==> src/rtl/uart_tx.sv <==
// uart_tx: byte-wide to asynchronous serial transmitter.
// Frame: start bit, 8 data bits LSB first, optional parity bit, 1 or 2 stop bits.
// Handshake: tx_data_valid is held by upstream until acked; tx_data_ack is a
// single-cycle combinational pulse, high only while IDLE with valid present and
// reset released; tx_data is captured on the clock edge that ends the ack cycle.
module uart_tx #(
    parameter int CLKS_PER_BIT = 434,
    parameter int PARITY       = 0,
    parameter int STOP_BITS    = 1
) (
    input  logic       clk,
    input  logic       rst,
    input  logic [7:0] tx_data,
    input  logic       tx_data_valid,
    output logic       tx_data_ack,
    output logic       txd,
    output logic       busy
);

    localparam int CNT_W = (CLKS_PER_BIT > 1) ? $clog2(CLKS_PER_BIT) : 1;
    localparam logic [CNT_W-1:0] CNT_MAX   = CNT_W'(CLKS_PER_BIT - 1);
    localparam logic [2:0]       STOP_LAST = 3'(STOP_BITS - 1);

    typedef enum logic [2:0] {
        S_IDLE   = 3'd0,
        S_START  = 3'd1,
        S_DATA   = 3'd2,
        S_PARITY = 3'd3,
        S_STOP   = 3'd4
    } state_t;

    state_t           state, state_n;
    logic [CNT_W-1:0] cnt, cnt_n;
    logic [2:0]       bit_cnt, bit_n;
    logic [7:0]       shreg, sh_n;
    logic             par_bit, par_n;
    logic             txd_n;
    logic             bit_end;

    assign bit_end = (cnt == CNT_MAX);

    // Next-state, datapath and Mealy ack; txd is derived from the next state so
    // the line changes on the same edge that enters each state.
    always_comb begin
        state_n     = state;
        cnt_n       = cnt;
        bit_n       = bit_cnt;
        sh_n        = shreg;
        par_n       = par_bit;
        tx_data_ack = 1'b0;
        txd_n       = 1'b1;

        // Baud counter free-runs for the whole frame, wrapping every bit time.
        if (state != S_IDLE) begin
            cnt_n = bit_end ? '0 : cnt + 1'b1;
        end

        case (state)
            S_IDLE: begin
                if (tx_data_valid && rst) begin
                    tx_data_ack = 1'b1;
                    sh_n        = tx_data;
                    par_n       = (^tx_data) ^ (PARITY == 2);
                    cnt_n       = '0;
                    bit_n       = '0;
                    state_n     = S_START;
                end
            end
            S_START: begin
                if (bit_end) state_n = S_DATA;
            end
            S_DATA: begin
                if (bit_end) begin
                    sh_n  = {1'b0, shreg[7:1]};
                    bit_n = bit_cnt + 3'd1;  // wraps to 0 after bit 7
                    if (bit_cnt == 3'd7) begin
                        state_n = (PARITY != 0) ? S_PARITY : S_STOP;
                    end
                end
            end
            S_PARITY: begin
                if (bit_end) begin
                    bit_n   = '0;
                    state_n = S_STOP;
                end
            end
            S_STOP: begin
                // bit_cnt counts the stop bits already sent.
                if (bit_end) begin
                    if (bit_cnt == STOP_LAST) state_n = S_IDLE;
                    else                      bit_n   = bit_cnt + 3'd1;
                end
            end
            default: state_n = S_IDLE;
        endcase

        case (state_n)
            S_START:  txd_n = 1'b0;
            S_DATA:   txd_n = sh_n[0];
            S_PARITY: txd_n = par_n;
            default:  txd_n = 1'b1;
        endcase
    end

    // State and datapath registers; reset aborts any frame in flight.
    always_ff @(posedge clk or negedge rst) begin
        if (!rst) begin
            state   <= S_IDLE;
            cnt     <= '0;
            bit_cnt <= '0;
            shreg   <= '0;
            par_bit <= 1'b0;
            txd     <= 1'b1;
            busy    <= 1'b0;
        end else begin
            state   <= state_n;
            cnt     <= cnt_n;
            bit_cnt <= bit_n;
            shreg   <= sh_n;
            par_bit <= par_n;
            txd     <= txd_n;
            busy    <= (state_n != S_IDLE);
        end
    end

endmodule

==> config.mk <==
export PLATFORM = sky130hd
export DESIGN_NAME = uart_tx
export DESIGN_NICKNAME = d
export VERILOG_FILES = /design/src/rtl/uart_tx.sv
export SDC_FILE = /design/constraint.sdc
export NUM_CORES = 1
export LEC_CHECK = 0
export BUFFER_PORTS_ARGS = -buffer_cell sky130_fd_sc_hd__buf_4
export CAP_MARGIN = 10
export CORE_MARGIN = 2
export CORE_UTILIZATION = 35
export CTS_CLUSTER_DIAMETER = 80
export CTS_CLUSTER_SIZE = 28
export DETAILED_ROUTE_END_ITERATION = 16
export GPL_ROUTABILITY_DRIVEN = 0
export GPL_TIMING_DRIVEN = 0
export SLEW_MARGIN = 20
export SYNTH_ARGS = -nofsm -noshare
export SYNTH_HDL_FRONTEND = slang
export SYNTH_SLANG_ARGS = --single-unit
export TNS_END_PERCENT = 100
==> constraint.sdc <==
create_clock -name clk -period 1.9 [get_ports clk]
set_input_delay 0.095 -clock clk [delete_from_list [all_inputs] [get_ports clk]]
set_output_delay 0.095 -clock clk [all_outputs]
set_load 0.01 [all_outputs]
Word level (Yosys, flattened, before mapping)
Index checks and enable logic that the tools add are counted.

operators by class
  reductions and logical operators = 10
  equal/unequal tests = 14
  multiplexer cells = 26
  add/sub/neg operators = 2

operators with widths
  cell                   number
  $mux W3                12
  $mux W9                4
  $mux W8                2
  $pmux W8 S2            1
  $pmux W3 S5            1
  $eq A3 B2 Y1 const B   4
  $pmux W3 S4            1
  $ne A2 B2 Y1 const B   5
  $add A9 B1 Y9 const B  1
  $eq A9 B9 Y1 const B   1
  $reduce_xor A8 Y1      1
  $eq A3 B1 Y1 const B   2
  $eq A3 B3 Y1 const B   2
  $logic_not A3 Y1       2
  $reduce_and A6 Y1      1
  $reduce_bool A3 Y1     2
  $mux W1                4
  $reduce_bool A4 Y1     1
  $add A3 B1 Y3 const B  1
  $pmux W1 S3            1
  $reduce_and A3 Y1      1
  $reduce_bool A2 Y1     1
  $logic_and A1 B1 Y1    1

storage, ports and cells
  input bits = 11
  register bits = 26

Longest topological paths before layout
Gate-level depths: netlist of run 1.

  word-level depth = 6
  mapped depth = 8
  gate-level depth less buffers = 7

Least setup slack after synthesis of run 1
No wires, ideal clock.

  kind = flip-flop to flip-flop
  start = register cnt[1]
  end = register bit_cnt[0]
  stages on the path, launching flop included = 9
  library setup time = 125 ps
  period minus slack after synthesis = 1781 ps
  arrival = 1656 ps
  buffers on the path = 1
  setup slack = 119 ps
  data required time = 1775 ps
  cells stage by stage = dfrtp_1 -> inv_1 -> ha_1 -> nand4b_4 -> or2_0 -> buf_6 -> a21oi_1 -> o21ai_2 -> mux2_4

on the way
  cells in the longest elaborated chain, start to end = 3
  elaborated cells between the ends (all ways) = 5
  those cells by class = eq/ne: 4; reduce/logical: 1

RTL lines
  what                                  line  source
  start, declared                       33    logic [CNT_W-1:0] cnt, cnt_n;
  start signal, assigned                117   cnt <= cnt_n;
  $eq A9 B9 Y1 *                        40    assign bit_end = (cnt == CNT_MAX);
  $ne A2 B2 Y1 (no source line)         -
  $reduce_and A6 Y1 (no source line) *  -
  end signal, assigned                  118   bit_cnt <= bit_n;
  end, declared                         34    logic [2:0] bit_cnt, bit_n;

Mark *: on every way between the ends. The rest lies on a longest branch, timed or not.
A chain may end at the register's enable or synchronous reset.

Final worst setup path of run 1
  start = register state[0]
  end = register bit_cnt[0]

on the way
  cells in the longest elaborated chain, start to end = 3
  elaborated cells between the ends (all ways) = 12
  those cells by class = eq/ne: 8; mux: 1; reduce/logical: 3

RTL lines
  what                                                                        line  source
  start, declared                                                             32    state_t state, state_n;
  start signal, assigned                                                      116   state <= state_n;
  $eq A3 B3 Y1 (tied with other cells)                                        58    case (state)
  $reduce_bool A4 Y1 (no source line) / $ne A2 B2 Y1 (equally long branches)  -
  $reduce_and A6 Y1 (no source line)                                          -

Parallel ways exist; a longest one is shown, timed or not.

==> metrics.txt, run 1 <==
# TYPE chip_impl_metric gauge
chip_impl_metric{name="storage_element_area",unit="µm²"} 652
chip_impl_info{name="worst_path_dominant_cell_family",value="simple AND/OR/NAND/NOR gates"} 1
chip_impl_metric{name="cts-root-to-sink-buffers",unit=""} 2
chip_impl_metric{name="yosys_register_bits",unit=""} 26
chip_impl_metric{name="buffer_ports.inserted",unit=""} 13
chip_impl_metric{name="worst-endpoint-arrival",unit="ns"} 2.02
chip_impl_metric{name="synth.net_count",unit=""} 160
chip_impl_metric{name="drive_above_1_share",unit=""} 0.302
chip_impl_metric{name="critical_path.n_buffers_inverters",unit=""} 1
chip_impl_metric{name="route.vias.total",unit=""} 1135
chip_impl_metric{name="detail_route.iter0.violations",unit=""} 37
chip_impl_metric{name="antenna_left",unit=""} 0
chip_impl_metric{name="synth.yosys.seq_area_share",unit=""} 0.433
chip_impl_metric{name="final.min_clock_period",unit="ns"} 1.86
chip_impl_info{name="mostFrequentLayoutCell",value="dfrtp_1"} 1
chip_impl_metric{name="timing.final.hold_violations",unit=""} 0
chip_impl_metric{name="cts-buffers-inserted",unit=""} 3
chip_impl_metric{name="n_fill_cell",unit=""} 367
chip_impl_metric{name="ff2ff_setup_slack",unit="ns"} 0.04
chip_impl_metric{name="top_level_ports",unit=""} 14
chip_impl_metric{name="fmax",unit="MHz"} 538
chip_impl_metric{name="die-area",unit="µm²"} 4840
chip_impl_metric{name="clock_pin_slew_on_the_worst_setup_and_hold_paths",unit="ns"} 0.09
chip_impl_metric{name="drt-vias-per-instance",unit=""} 5.18
chip_impl_metric{name="leakage",unit="nW"} 0.871
chip_impl_metric{name="stage_delay_of_the_slowest_cell_on_the_critical_path",unit="ns"} 0.41
chip_impl_metric{name="die_height",unit="µm"} 69.6
chip_impl_metric{name="mappedNetlistArea",unit="µm²"} 1500
chip_impl_info{name="tritoncts_clock_tree",value="built"} 1
chip_impl_metric{name="grt_max_degree",unit=""} 29
chip_impl_metric{name="synthesis.area_per_instance",unit="µm²"} 10.4
chip_impl_metric{name="design.final.nets",unit=""} 186
chip_impl_metric{name="drt_drc_violations_left",unit=""} 0
chip_impl_metric{name="grt_antenna_before_repair",unit=""} 0
chip_impl_metric{name="asyncSetResetFlopFracSynth",unit=""} 1.00
chip_impl_metric{name="finish.utilization",unit=""} 0.449
chip_impl_metric{name="synthesis.yosys.warnings",unit=""} 0
chip_impl_info{name="ys.flop_type",value="dfrtp_1"} 1
chip_impl_metric{name="synth_enable_flop_cells",unit=""} 0
chip_impl_metric{name="area_growth_syn_to_layout",unit="%"} 21.2
chip_impl_metric{name="ir_drop",unit="mV"} 0.321
chip_impl_metric{name="grt_pass1_vias",unit=""} 1145
chip_impl_metric{name="htree_levels",unit=""} 1
chip_impl_info{name="worstHoldStart",value="tx_data[7]"} 1
chip_impl_info{name="setup_repair_after_global_routing_missed_its_margin",value="yes"} 1
chip_impl_info{name="commonest_non_fill_non_tap_cells_in_the_layout",value="dfrtp_1 (25), buf_4 (21), nand2_1 (13), o21ai_0 (12)"} 1
chip_impl_metric{name="postRouteWirelength",unit="mm"} 3.02
chip_impl_metric{name="floorplan.core_area",unit="µm²"} 4060
chip_impl_metric{name="detailed_place_hpwl",unit="mm"} 2.11
chip_impl_info{name="crit_path_end_kind",value="register"} 1
chip_impl_metric{name="max-cap-violations",unit=""} 0
chip_impl_metric{name="final_cell_area",unit="µm²"} 1820
chip_impl_info{name="run_status",value="finished, final reports clean"} 1
chip_impl_metric{name="postLayoutSetupSlackWorst",unit="ns"} 0.0404
chip_impl_metric{name="max_slew.worst_pin.slew",unit="ns"} 0.455
chip_impl_info{name="critical_path.slowest_cell",value="nor3_1"} 1
chip_impl_info{name="ff_to_ff_end",value="bit_cnt[0]"} 1
chip_impl_metric{name="wire_length_of_the_first_global_routing_pass",unit="mm"} 5.11
chip_impl_metric{name="clock_skew",unit="ns"} 0.00256
chip_impl_info{name="worst_hold_path_type",value="primary input to register"} 1
chip_impl_info{name="root_buffer",value="clkbuf_8"} 1
chip_impl_metric{name="hold_ws",unit="ns"} 0.0615
chip_impl_metric{name="finalCritPeriodShare",unit=""} 0.979
chip_impl_metric{name="dr.pass1.iters",unit=""} 4
chip_impl_metric{name="placement_rows",unit=""} 23
chip_impl_metric{name="post_dr_wirelength_cell",unit="µm"} 13.8
chip_impl_metric{name="start_util",unit=""} 0.371
chip_impl_metric{name="overflow",unit=""} 0
chip_impl_metric{name="n_antenna_cell",unit=""} 0
chip_impl_metric{name="post_placement_cell_area",unit="µm²"} 1660
chip_impl_metric{name="synth.distinct_cells",unit=""} 40
chip_impl_metric{name="whs_path_depth",unit=""} 2
chip_impl_metric{name="floorplan.die.width",unit="µm"} 69.6
chip_impl_metric{name="finalMaxSlewViolations",unit=""} 0
chip_impl_metric{name="netlist_instances",unit=""} 144
chip_impl_metric{name="path_max_fanout",unit=""} 10
chip_impl_info{name="type_of_the_worst_setup_path",value="register to register"} 1
chip_impl_metric{name="global_route.usage.total",unit=""} 0.128
chip_impl_metric{name="cells_on_worst_reg2reg_path",unit=""} 5
chip_impl_metric{name="dp_worst_setup_slack",unit="ns"} -0.0182
chip_impl_metric{name="timing.max_slew.rel_slack",unit=""} 0.694
chip_impl_metric{name="numClockSinks",unit=""} 26
chip_impl_metric{name="area_of_the_multi_input_gates",unit="µm²"} 787
chip_impl_info{name="worstReg2RegStart",value="state[0]"} 1
chip_impl_info{name="crit_chain",value="buf_4, nor3_1, nand2_1, o21ai_2, mux2_4"} 1
chip_impl_metric{name="powerDensity",unit="nW/µm²"} 933
chip_impl_metric{name="cp_data_required_time",unit="ns"} 2.06
chip_impl_info{name="hold_end",value="shreg[7]"} 1
chip_impl_metric{name="worstSkewPairLatency",unit="ns"} 0.27
chip_impl_info{name="worstSetupStartpointType",value="register"} 1
chip_impl_metric{name="setup_violations",unit=""} 0
## routing by layer
metal / share of wire / GRT usage / up-vias / routed length (µm)
met3: 0.028 / 0.0174 / 2 / 83
met2: 0.52 / 0.228 / 14 / 1570
met4: 0.0080 / 0.0523 / 0 / 24
met1: 0.44 / 0.156 / 561 / 1340
met5: 0 / 0 / - / 0
li1: - / - / 558 / -
## cell usage after synthesis, types with 2 or more instances
| master | instances | area share |
|---|---|---|
| nand3_1 | 6 | 0.020 |
| o21ai_2 | 2 | 0.012 |
| a21o_1 | 6 | 0.030 |
| mux2i_1 | 3 | 0.020 |
| or3_1 | 2 | 0.0083 |
| dfrtp_1 | 25 | 0.42 |
| o21ai_0 | 12 | 0.040 |
| inv_1 | 7 | 0.017 |
| nor3_1 | 5 | 0.017 |
| a21oi_1 | 4 | 0.013 |
| a22o_1 | 8 | 0.047 |
| ha_1 | 5 | 0.042 |
| buf_6 | 3 | 0.022 |
| nor3b_1 | 2 | 0.010 |
| nor2_1 | 6 | 0.015 |
| o31ai_1 | 3 | 0.015 |
| xnor2_1 | 8 | 0.047 |
| nand2_1 | 14 | 0.035 |
| and3_2 | 2 | 0.010 |
## worst max path at each step
stage	startpoint	to	slack, ns	depth (start not counted)
after global routing	cnt[1]	txd	-0.05	8
after CTS	cnt[1]	shreg[7]	-0.004	8
after detailed placement	cnt[1]	shreg[7]	-0.02	8
after global placement	cnt[1]	shreg[7]	0.02	8
final	state[0]	bit_cnt[0]	0.04	5
after floorplan	cnt[1]	bit_cnt[0]	0.12	8
## power breakdown
group | total [mW] | internal, mW | switching, mW
Combinational | 0.448 | 0.234 | 0.214
Clock | 0.457 | 0.282 | 0.175
Sequential | 0.796 | 0.690 | 0.106
Total | 1.70 | 1.21 | 0.495
## area by class of cell
class	count	share of cell area
sequential	26	0.358
clock buffer	3	0.0226
tap	50	0.0343
timing repair buffer	21	0.0879
clock inverter	1	0.0165
multi-input combinational	104	0.432
inverter	8	0.0165
buffer	6	0.0329
## state kept, by name (all words and copies together) (netlist names)
| name | cells |
|---|---|
| bit_cnt | 3 |
| busy | 1 |
| cnt | 9 |
| par_bit | 1 |
| shreg | 8 |
| state | 3 |
| txd | 1 |
## what timing repair did
action | 4_1_cts | 5_1_grt
hold endpoints to repair | 25 | 0
setup buffers | 0 | 7
pin swaps | 3 | 6
hold buffers | 1 | 0
setup endpoints to repair | 3 | 12
gates resized for setup | 3 | 5
## cell families after synthesis
group	after synthesis	synth area share
AND/OR/NAND/NOR	47	0.196
buffers and inverters	14	0.0599
multiplexers	4	0.0299
flip-flops	26	0.433
adder cells (fa/ha/maj)	5	0.0416
XOR/XNOR	9	0.0524
AO/OA/AOI/OAI	39	0.186
## per-stage QoR
step	power, mW	std cells	TNS (ns)
floorplan	1.10	144	0
global placement	1.20	207	0
detailed placement	1.22	207	-0.0182
CTS	1.69	212	-0.00372
global route	1.82	219	-0.0580
finish	1.70	219	0
Power figures use the tool's default switching activity.
==> inputs of run 2 (changes only) <==
Settings changed: PLACE_DENSITY_LB_ADDON set to 0.12, SLEW_MARGIN 20 to 15.
==> run 2 against run 1 <==
Effect of this change:
- critical path depth unchanged
- wire length up 0.96%
- non-clock buffer count unchanged
- largest power group unchanged
- highest routed layer unchanged
==> metrics.txt, run 2 (synthesis gave the netlist of run 1 again) <==
# TYPE chip_impl_metric gauge
chip_impl_info{name="run_status",value="finished, final reports clean"} 1
chip_impl_metric{name="cts-buffers-inserted",unit=""} 3
chip_impl_info{name="worstSetupStartpointType",value="register"} 1
chip_impl_metric{name="stage_delay_of_the_slowest_cell_on_the_critical_path",unit="ns"} 0.39
chip_impl_info{name="type_of_the_worst_setup_path",value="register to register"} 1
chip_impl_metric{name="die-area",unit="µm²"} 4840
chip_impl_metric{name="cts-root-to-sink-buffers",unit=""} 2
chip_impl_info{name="leading_registers_by_flop_count",value="cnt (9), shreg (8)"} 1
chip_impl_metric{name="n_antenna_cell",unit=""} 0
chip_impl_metric{name="final.min_clock_period",unit="ns"} 1.81
chip_impl_info{name="ff_to_ff_end",value="bit_cnt[0]"} 1
chip_impl_metric{name="overflow",unit=""} 0
chip_impl_metric{name="global_route.usage.total",unit=""} 0.136
chip_impl_metric{name="worst-endpoint-arrival",unit="ns"} 1.98
chip_impl_metric{name="dp_cells",unit=""} 207
chip_impl_metric{name="buffer_ports.inserted",unit=""} 13
chip_impl_info{name="worstReg2RegStart",value="state[0]"} 1
chip_impl_metric{name="top_level_ports",unit=""} 14
chip_impl_info{name="critical_path.slowest_cell",value="dfrtp_1"} 1
chip_impl_metric{name="ir_drop",unit="mV"} 0.341
chip_impl_metric{name="path_max_fanout",unit=""} 10
chip_impl_metric{name="timing.max_slew.rel_slack",unit=""} 0.723
chip_impl_info{name="tritoncts_clock_tree",value="built"} 1
chip_impl_info{name="crit_chain",value="buf_6, nor3_1, nand2_1, o21ai_2, mux2_4"} 1
chip_impl_info{name="worst_hold_path_type",value="primary input to register"} 1
chip_impl_metric{name="drive_above_1_share",unit=""} 0.308
chip_impl_metric{name="detail_route.iter0.violations",unit=""} 31
chip_impl_info{name="worst_path_dominant_cell_family",value="simple AND/OR/NAND/NOR gates"} 1
chip_impl_metric{name="largest_register_ff_count",unit=""} 9
chip_impl_metric{name="max_slew.worst_pin.slew",unit="ns"} 0.412
chip_impl_metric{name="max-cap-violations",unit=""} 0
chip_impl_metric{name="numClockSinks",unit=""} 26
chip_impl_metric{name="powerDensity",unit="nW/µm²"} 950
chip_impl_metric{name="drt_drc_violations_left",unit=""} 0
chip_impl_metric{name="fmax",unit="MHz"} 552
chip_impl_metric{name="floorplan.die.width",unit="µm"} 69.6
chip_impl_info{name="root_buffer",value="clkbuf_8"} 1
chip_impl_metric{name="instances_no_fill",unit=""} 219
chip_impl_metric{name="critical_path.n_buffers_inverters",unit=""} 1
chip_impl_metric{name="worstSkewPairLatency",unit="ns"} 0.27
chip_impl_metric{name="start_util",unit=""} 0.371
chip_impl_metric{name="finalCritPeriodShare",unit=""} 0.953
chip_impl_metric{name="ff2ff_setup_slack",unit="ns"} 0.09
chip_impl_metric{name="antenna_left",unit=""} 0
chip_impl_metric{name="placement_rows",unit=""} 23
chip_impl_metric{name="whs_path_depth",unit=""} 2
chip_impl_info{name="crit_path_end_kind",value="register"} 1
chip_impl_metric{name="route.vias.total",unit=""} 1105
chip_impl_metric{name="grt_max_degree",unit=""} 29
chip_impl_metric{name="setup_violations",unit=""} 0
chip_impl_metric{name="postRouteWirelength",unit="mm"} 3.05
chip_impl_metric{name="leakage",unit="nW"} 0.872
chip_impl_metric{name="n_fill_cell",unit=""} 383
chip_impl_metric{name="cells_on_worst_reg2reg_path",unit=""} 5
chip_impl_metric{name="clock_skew",unit="ns"} 0.00276
chip_impl_metric{name="drt-vias-per-instance",unit=""} 5.05
chip_impl_info{name="setup_repair_after_global_routing_missed_its_margin",value="no"} 1
chip_impl_metric{name="floorplan.core_area",unit="µm²"} 4060
chip_impl_metric{name="cp_data_required_time",unit="ns"} 2.07
chip_impl_metric{name="postLayoutSetupSlackWorst",unit="ns"} 0.0884
chip_impl_metric{name="die_height",unit="µm"} 69.6
chip_impl_metric{name="grt_pass1_vias",unit=""} 1203
chip_impl_metric{name="post_dr_wirelength_cell",unit="µm"} 13.9
chip_impl_metric{name="design.final.nets",unit=""} 186
chip_impl_info{name="mostFrequentLayoutCell",value="dfrtp_1"} 1
chip_impl_metric{name="detailed_place_hpwl",unit="mm"} 2.12
chip_impl_info{name="top_register",value="cnt"} 1
chip_impl_metric{name="dp_worst_setup_slack",unit="ns"} -0.0187
chip_impl_metric{name="dr.pass1.iters",unit=""} 4
chip_impl_info{name="hold_end",value="shreg[7]"} 1
chip_impl_info{name="worstHoldStart",value="tx_data[7]"} 1
chip_impl_metric{name="area_growth_syn_to_layout",unit="%"} 22.3
chip_impl_metric{name="timing.final.hold_violations",unit=""} 0
chip_impl_metric{name="finalMaxSlewViolations",unit=""} 0
chip_impl_info{name="commonest_non_fill_non_tap_cells_in_the_layout",value="dfrtp_1 (23), buf_4 (20), nand2_1 (13), o21ai_0 (12)"} 1
chip_impl_metric{name="clock_pin_slew_on_the_worst_setup_and_hold_paths",unit="ns"} 0.09
chip_impl_metric{name="wire_length_of_the_first_global_routing_pass",unit="mm"} 5.38
chip_impl_metric{name="htree_levels",unit=""} 1
chip_impl_metric{name="grt_antenna_before_repair",unit=""} 0
==> run 2: cell counts in the layout (fill, tap and decap cells not counted) <==
Identical to the previous run, type by type.
==> run 2: how the worst max path moves through the flow <==
| stage | start | end | slack [ns] | cells past startpoint |
|---|---|---|---|---|
| floorplan | cnt[1] | bit_cnt[0] | 0.12 | 8 |
| global placement | cnt[1] | bit_cnt[0] | 0.002 | 8 |
| detailed placement | cnt[1] | shreg[7] | -0.02 | 8 |
| CTS | cnt[1] | shreg[7] | -0.003 | 8 |
| global route | state[0] | txd | 0.005 | 8 |
| finish | state[0] | bit_cnt[0] | 0.09 | 5 |
==> run 2: stage by stage <==
stage           util  instance area (µm²)  total power [mW]  TNS [ns]  hold slack [ns]
2_1_floorplan      -                 1500              1.10         0           -0.201
4_1_cts        0.436                 1770              1.72  -0.00336           0.0475
6_report       0.453                 1840              1.75         0           0.0525
5_1_grt        0.453                 1840              1.86         0           0.0430
3_5_place_dp   0.410                 1660              1.22   -0.0337           0.0372
3_3_place_gp   0.410                 1660              1.21         0           0.0348
==> run 2: report_power, final <==
part	total, mW	switching [mW]	internal (mW)
Combinational	0.477	0.222	0.255
Clock	0.467	0.185	0.282
Sequential	0.803	0.111	0.692
Total	1.75	0.518	1.23
==> run 2: repair_timing <==
item / CTS / global route
setup endpoints to repair: 4 / 12
buffers inserted: 2 / 6
hold buffers: 1 / 0
endpoints found under the hold margin: 25 / 0
gates resized for setup: 3 / 9
pin swaps: 3 / 4
==> run 2: per-layer routing <==
layer	GRT usage	routed length [µm]	vias to the layer above
li1	-	-	561
met1	0.165	1490	527
met2	0.243	1460	13
met3	0.0218	69	4
met4	0.0458	30	0
met5	0	0	-
==> run 2: cell type report <==
cell class / count / area (µm²) / area share
inverter: 8 / 30.0 / 0.0163
clock buffer: 3 / 41.3 / 0.0224
tap: 50 / 62.6 / 0.0340
sequential: 26 / 654 / 0.356
timing repair buffer: 22 / 171 / 0.0932
buffer: 5 / 58.8 / 0.0320
clock inverter: 1 / 30.0 / 0.0163
multi-input combinational: 104 / 791 / 0.430
